[src/rtl/rate_counter.sv]
// Run/pause up/down hex digit counter stepped by a speed-selectable rate divider.
// Optional wrap carry pulse is built only when RATE_COUNTER_CARRY_EN is defined.
module rate_counter #(
    parameter int unsigned CLK_HZ = 50000000,
    parameter int unsigned DIV_W  = 28
) (
    input  logic             CLOCK_50,
    input  logic             resetn,
    input  logic [1:0]       speed,
    input  logic             up,
    input  logic             load,
    input  logic [3:0]       load_val,
    input  logic             pause_key_n,
    output logic [3:0]       digit,
    output logic             tick,
    output logic             running,
    output logic             carry
);

    localparam logic [DIV_W-1:0] RELOAD_0 = '0;
    localparam logic [DIV_W-1:0] RELOAD_1 = DIV_W'(CLK_HZ - 1);
    localparam logic [DIV_W-1:0] RELOAD_2 = DIV_W'(2 * CLK_HZ - 1);
    localparam logic [DIV_W-1:0] RELOAD_3 = DIV_W'(4 * CLK_HZ - 1);

    typedef enum logic {
        PAUSE = 1'b0,
        RUN   = 1'b1
    } state_t;

    state_t           state;
    logic             sync1;
    logic             sync2;
    logic             key_prev;
    logic             key_fall_c;
    logic [1:0]       speed_q;
    logic [DIV_W-1:0] div_cnt;
    logic [DIV_W-1:0] reload_c;
    logic             speed_chg_c;
    logic             step_c;

    // Divider reload value for the currently selected speed
    always_comb begin
        reload_c = RELOAD_1;
        case (speed)
            2'b00:   reload_c = RELOAD_0;
            2'b01:   reload_c = RELOAD_1;
            2'b10:   reload_c = RELOAD_2;
            default: reload_c = RELOAD_3;
        endcase
    end

    assign key_fall_c  = key_prev & ~sync2;
    assign speed_chg_c = (speed != speed_q);
    // A step is suppressed by load, a speed change, or the edge that pauses
    assign step_c      = (state == RUN) && !key_fall_c && !load && !speed_chg_c
                         && (div_cnt == '0);
    assign running     = (state == RUN);

    // Button synchronizer and falling-edge history
    always_ff @(posedge CLOCK_50 or negedge resetn) begin
        if (!resetn) begin
            sync1    <= 1'b1;
            sync2    <= 1'b1;
            key_prev <= 1'b1;
        end else begin
            sync1    <= pause_key_n;
            sync2    <= sync1;
            key_prev <= sync2;
        end
    end

    // Run/pause FSM, rate divider and digit
    always_ff @(posedge CLOCK_50 or negedge resetn) begin
        if (!resetn) begin
            state   <= PAUSE;
            speed_q <= 2'b01;
            div_cnt <= RELOAD_1;
            digit   <= 4'd0;
            tick    <= 1'b0;
        end else begin
            speed_q <= speed;
            tick    <= step_c;
            if (key_fall_c) begin
                state <= (state == RUN) ? PAUSE : RUN;
            end
            if (load) begin
                digit   <= load_val;
                div_cnt <= reload_c;
            end else if (speed_chg_c) begin
                div_cnt <= reload_c;
            end else if (state == PAUSE) begin
                // Entering RUN restarts a full period
                if (key_fall_c) begin
                    div_cnt <= reload_c;
                end
            end else if (step_c) begin
                digit   <= up ? (digit + 4'd1) : (digit - 4'd1);
                div_cnt <= reload_c;
            end else if (!key_fall_c) begin
                div_cnt <= div_cnt - DIV_W'(1);
            end
        end
    end

`ifdef RATE_COUNTER_CARRY_EN
    logic wrap_c;

    assign wrap_c = up ? (digit == 4'hF) : (digit == 4'h0);

    // Carry coincides with the tick that wraps the digit
    always_ff @(posedge CLOCK_50 or negedge resetn) begin
        if (!resetn) begin
            carry <= 1'b0;
        end else begin
            carry <= step_c && wrap_c;
        end
    end
`else
    assign carry = 1'b0;
`endif

endmodule

[config.mk]
export PLATFORM = sky130hd
export DESIGN_NAME = rate_counter
export DESIGN_NICKNAME = d
export VERILOG_FILES = /design/src/rtl/rate_counter.sv
export SDC_FILE = /design/constraint.sdc
export NUM_CORES = 1
export LEC_CHECK = 0
export BUFFER_PORTS_ARGS = -buffer_cell sky130_fd_sc_hd__buf_2
export CAP_MARGIN = 20
export CORE_UTILIZATION = 65
export DETAILED_ROUTE_END_ITERATION = 6
export PLACE_DENSITY = 0.85
export SETUP_SLACK_MARGIN = 0.5
export SYNTH_ARGS = -nofsm -noshare
export SYNTH_HDL_FRONTEND = slang
export SYNTH_SLANG_ARGS = --single-unit
[constraint.sdc]
create_clock -name CLOCK_50 -period 4 [get_ports CLOCK_50]
set_clock_uncertainty 0.05 [all_clocks]
set_input_delay 0.2 -clock CLOCK_50 [delete_from_list [all_inputs] [get_ports CLOCK_50]]
set_output_delay 0.2 -clock CLOCK_50 [all_outputs]
set_load 0.005 [all_outputs]
Word level (Yosys, flattened, before mapping) --
Index checks and enable logic that the tools add are counted.
Cells by class: order comparisons 0, reduce and logical (&&, ||, !) cells 14, shift-type cells 0, multiply operators 0, add/subtract/negate cells 3, eq/ne operators 5, bitwise logic cells 2, div/mod/pow operators 0, mux-type cells 13
Operator list (number):
- $mux W28 | 6
- $pmux W28 S3 | 1
- $logic_not A28 Y1 | 1
- $sub A28 B1 Y28 const B | 1
- $mux W4 | 5
- $ne A5 B3 Y1 const B | 1
- $add A4 B1 Y4 const B | 1
- $logic_and A1 B1 Y1 | 4
- $reduce_bool A2 Y1 | 2
- $reduce_bool A4 Y1 | 1
- $sub A4 B1 Y4 const B | 1
- $logic_not A1 Y1 | 3
- $reduce_and A3 Y1 | 1
- $eq A2 B1 Y1 const B | 1
- $eq A2 B2 Y1 const B | 1
- $logic_not A2 Y1 | 1
- $ne A2 B2 Y1 | 1
- $ne A2 B2 Y1 const B | 1
- $reduce_and A2 Y1 | 1
- $and A1 B1 Y1 | 1
- $mux W1 | 1
- $not A1 Y1 | 1
Storage, ports and cells: logic and storage cells 45, memories kept 0, input port bits 11, ROM bits 0, bits in writable memories 0, register bits after elaboration 39, latch bits 0

Logic depth before layout (Yosys ltp) --
depth after elaboration 11, mapped depth 9

Worst setup path after synthesis --
Ideal clock, no wire load.
path type register to register, start point reg div_cnt[8], end point reg div_cnt[18], buffers on the path 2, setup time 131 ps, stages on the path, launching flop included 9, path slack 1590 ps, data required time 3819 ps, arrival time 2228 ps, path through dfrtp_1 nor4_4 nand4_4 or4_1 buf_2 nand2_4 buf_6 nor4_1 or3_1
Between the ends: word-level cells in the longest chain between the ends 6
RTL lines:
- from (decl) | RTL line 36 | logic [DIV_W-1:0] div_cnt;
- from (signal assigned) | RTL line 88 | div_cnt <= reload_c;
- from (signal assigned) | RTL line 90 | div_cnt <= reload_c;
- from (signal assigned) | RTL line 94 | div_cnt <= reload_c;
- $sub A28 B1 Y28 / $logic_not A28 Y1 (equally long branches) | RTL line 100, 56
- $mux W28 / $logic_and A1 B1 Y1 (equally long branches) | RTL line 99, 56
- $mux W28 | RTL line 96 | end else if (step_c) begin
- $mux W28 | RTL line 91 | end else if (state == PAUSE) begin
- $mux W28 | RTL line 89 | end else if (speed_chg_c) begin
- $mux W28 | RTL line 86 | if (load) begin
Parallel ways exist; a longest one is shown, timed or not. The select of a mux whose other input is x is not followed. A chain may end at the register's enable or synchronous reset.

Worst setup path in the final report --
start point in speed[0], end point reg div_cnt[9]
Between the ends: word-level cells in the longest chain between the ends 8
RTL lines:
- from (decl) | RTL line 9 | input logic [1:0] speed,
- $ne A2 B2 Y1 (*) | RTL line 53 | assign speed_chg_c = (speed != speed_q);
- $logic_not A1 Y1 | RTL line 55 | assign step_c = (state == RUN) && !key_fall_c && !load && !speed_chg_c
- $logic_and A1 B1 Y1 | RTL line 55
- $logic_and A1 B1 Y1 | RTL line 56 | && (div_cnt == '0);
- $mux W28 | RTL line 96
- $mux W28 | RTL line 91
- $mux W28 | RTL line 89
- $mux W28 | RTL line 86
- to (signal assigned) | RTL line 88
- to (signal assigned) | RTL line 90
- to (signal assigned) | RTL line 98 | div_cnt <= reload_c;
Mark *: on every way between the ends. The rest lies on a longest branch, timed or not.

==> impl_metrics.yaml <==
critical_path:
  critPathMaxFanout: 11
  path_cells: "dlygate4sd3_1 -> buf_2 -> xor2_1 -> nor3_1 -> nand2_1 -> nor2_1 -> buf_4 -> nand2_1 -> o41ai_1"
  worstPathArrival_ps: 3050
  cpPeakStageDelay_ps: 660
  path_buf_inv: 3
  cp-start-kind: "primary input"
  crit_cells: 9
  crit_type: "primary input to flop"
  cp-endpoint: "div_cnt[9]$_DFFE_PN0P_"
  cp-startpoint: "speed[0]"
  r2r_end: "div_cnt[26]$_DFFE_PN0P_"
  r2r_setup_slack_ps: 1190
  reg2reg_from: "div_cnt[8]$_DFFE_PN0P_"
  worst_setup_path_end_kind: "flop"
  cp.required_ps: 4130
  path_delay_family: "simple AND/OR/NAND/NOR gates"
  worstRegToRegCells: 6
  cp_common_cell: "nand2_1"
  crit_slowest_cell: "nor2_1"
final_layout:
  nets: 315
  fin_area_sq_mm: 0.002814
  n_antenna_cell: 0
  syn_to_final_growth_pct: 9.654
  fin_util_pct: 75.72
  drive_gt1_share_pct: 22.64
clocking:
  cts-root-buf: "clkbuf_8"
  clkTransAtPathRegs_ps: 80
  clock_latency_ps: 300
  cts_buffers: 5
  cts_buffer_depth: 2
  tritoncts: "yes"
  htreeDepth: 2
  post_cts_buffers: 0
  cts_sinks: 39
grt:
  grt.total_usage_pct: 34.47
  grt-ovfl-total: 0
  antenna_found_initial: 0
  grt_max_degree: 40
  grt_pass1_vias: 2187
  grt_pass1_wl_microns: 10920
timing:
  report.final.setup_viol: 0
  slew-limit-headroom_pct: 44.16
  timing.final.crit_share_pct: 73.10
  setup_tns_ps: 0
  rsz0062_at_grt: "no"
  period_needed_ps: 2924
  hold_violations: 0
  slew_violations: 0
  fmax_mhz: 342.0
  tightest_slew_ps: 837.6
logic_synthesis:
  synth_edf_count: 0
  synth_seq_cells: 39
  async_flop_share_pct: 100.0
  ys_warn_count: 0
  ys_seq_area_share_pct: 39.10
  syn_inst: 281
  synth-main-ff-cell: "dfstp_2"
  synth_area_sq_mm: 0.002566
  synth.avg_cell_area_sq_um: 9.132
  ys_types: 61
  synth_nets: 301
die:
  ios: 18
  coreArea_sq_mm: 0.003716
  fp.dieW_microns: 64.84
  rows: 22
  die_h_microns: 64.84
  start_util_pct: 69.06
  die_area_sq_mm: 0.004204
power:
  switchingPower_uw: 406.3
  p_comb_share_pct: 24.3
  power_density_mw_per_mm2: 430.2
  p_leak_uw: 0.001125
  sequentialPowerShare_pct: 47.0
  swShare_pct: 33.56
  p_int_uw: 804.2
  ir_drop_v: 0.0002799
  clkPwrFrac_pct: 28.8
detailed_routing:
  dr.pass1.iters: 6
  drc: 0
  wire_per_inst_microns: 19.31
  ant_nets: 0
  routed_wl_microns: 6643
  via_count: 2385
  vias_per_cell: 6.933
  drtIter0Drc: 334
placed_design:
  dp.final_hpwl_microns: 4440
  gp_congestion: 0.9587
  port_buffers: 16
  dpl-instance-area_sq_mm: 0.002666
run_status:
  status: "finished clean"
worst_hold_path:
  hold_class: "primary input to flop"
flow_run:
  cap_violations: 0
-- worst min-delay path by stage --
stage,startpoint,to,slack [ps],cells after the start
global route,speed[1],speed_q[1]$_DFF_PN0_,10,1
detailed placement,pause_key_n,sync1$_DFF_PN1_,260,1
floorplan,resetn,digit[0]$_DFFE_PN0P_,-150,0
global placement,pause_key_n,sync1$_DFF_PN1_,260,1
CTS,speed[1],speed_q[1]$_DFF_PN0_,30,1
finish,speed[1],speed_q[1]$_DFF_PN0_,20,1
-- sequential cells by signal, indices dropped and copies added, names as in the netlist --
register  cells
div_cnt      28
digit         4
speed_q       2
key_prev      1
running       1
sync1         1
sync2         1
tick          1
-- metrics by stage --
stage                     std cells  power, uW  hold WS [ps]  setup slack [ps]
after floorplan                 281      761.6        -145.6              1590
after global placement          333      841.4         255.7              1327
after detailed placement        333      850.6         260.9              1237
after CTS                       344       1196         26.29              1166
after global routing            344       1262         11.76             798.6
final                           344       1211         22.10              1076
-- power groups by stage --
stage | registers, uW | logic [uW] | clock network (uW)
2_1_floorplan | 545 | 216 | 0
3_3_place_gp | 567 | 275 | 0
3_5_place_dp | 569 | 281 | 0
4_1_cts | 564 | 287 | 346
5_1_grt | 576 | 320 | 366
6_report | 569 | 294 | 348
-- per-layer routing --
| layer | vias up | wire length (microns) | track usage, % |
|---|---|---|---|
| li1 | 1087 | - | - |
| met1 | 1115 | 2785 | 45.63 |
| met2 | 160 | 3091 | 53.78 |
| met3 | 23 | 580 | 8.627 |
| met4 | 0 | 186 | 13.61 |
| met5 | - | 0 | 0 |
-- logic make-up (layout without fill, tap and decap cells) --
logic type               Yosys count  after routing  synth area share (%)
AND/OR/NAND/NOR                  112            112                 25.40
AO/OA/AOI/OAI                     83             83                 22.72
flip-flops                        39             39                 39.10
buffers and inverters             28             43                 4.729
adder cells (fa/ha/maj)            9              9                 4.681
XOR/XNOR                           6              6                 2.048
multiplexers                       3              3                 1.170
other                              1              1                0.1461
-- placed cells by master (no fill, tap or decap), types with 4 or more instances in the layout --
cell,n
inv_1,12
o21ai_0,16
o41ai_1,4
a21oi_1,11
dfrtp_1,17
nor4_2,5
ha_1,8
o2bb2ai_1,5
dfstp_2,22
buf_4,4
clkbuf_8,6
o21ai_1,5
or4_1,6
nand2_1,24
o31ai_1,5
a22o_1,5
nor4_1,6
nor2_1,23
nand3_1,5
nor3_1,21
a31oi_1,5
buf_2,16
-- area by class of cell --
cell class	count	area, sq um
well taps	48	60.06
inverters	12	45.04
repair buffers	23	140.1
clock inverters	2	35.03
fillers	267	902.1
flip-flops and latches	39	1003
multi-input cells	214	1448
clock buffers	6	82.58
-- cells in the mapped netlist, drive strengths merged, types with 3 or more instances --
cell | instances | area share, %
a21oi | 12 | 2.5
mux2i | 3 | 1.2
nand2 | 25 | 3.9
o41ai | 4 | 1.4
nand4 | 3 | 1.3
o31ai | 5 | 1.5
or4 | 6 | 1.8
a31oi | 5 | 1.2
clkbuf | 12 | 1.8
nor4 | 13 | 5.3
inv | 12 | 1.8
xnor2 | 3 | 1.0
o2bb2ai | 5 | 1.7
or3 | 3 | 0.73
o21ai | 21 | 4.1
o311ai | 3 | 1.0
dfstp | 22 | 23
a22o | 5 | 1.7
xor2 | 3 | 1.0
dfrtp | 17 | 17
nor2 | 24 | 3.6
nand3 | 5 | 0.97
ha | 8 | 3.9
nor3 | 23 | 4.9
buf | 4 | 1.2
-- worst reg2reg max path: cells and delay by family (launching register included) --
| family | cells | cell delay (ps) |
|---|---|---|
| flops | 1 | 470 |
| compound gates | 2 | 490 |
| simple gates | 4 | 1690 |
-- timing repair --
item / CTS / global route
hold buffers: 3 / 0
hold endpoints to repair: 19 / 0
resized for setup: 0 / 0
Note: power is estimated with default switching activity, not from simulation.
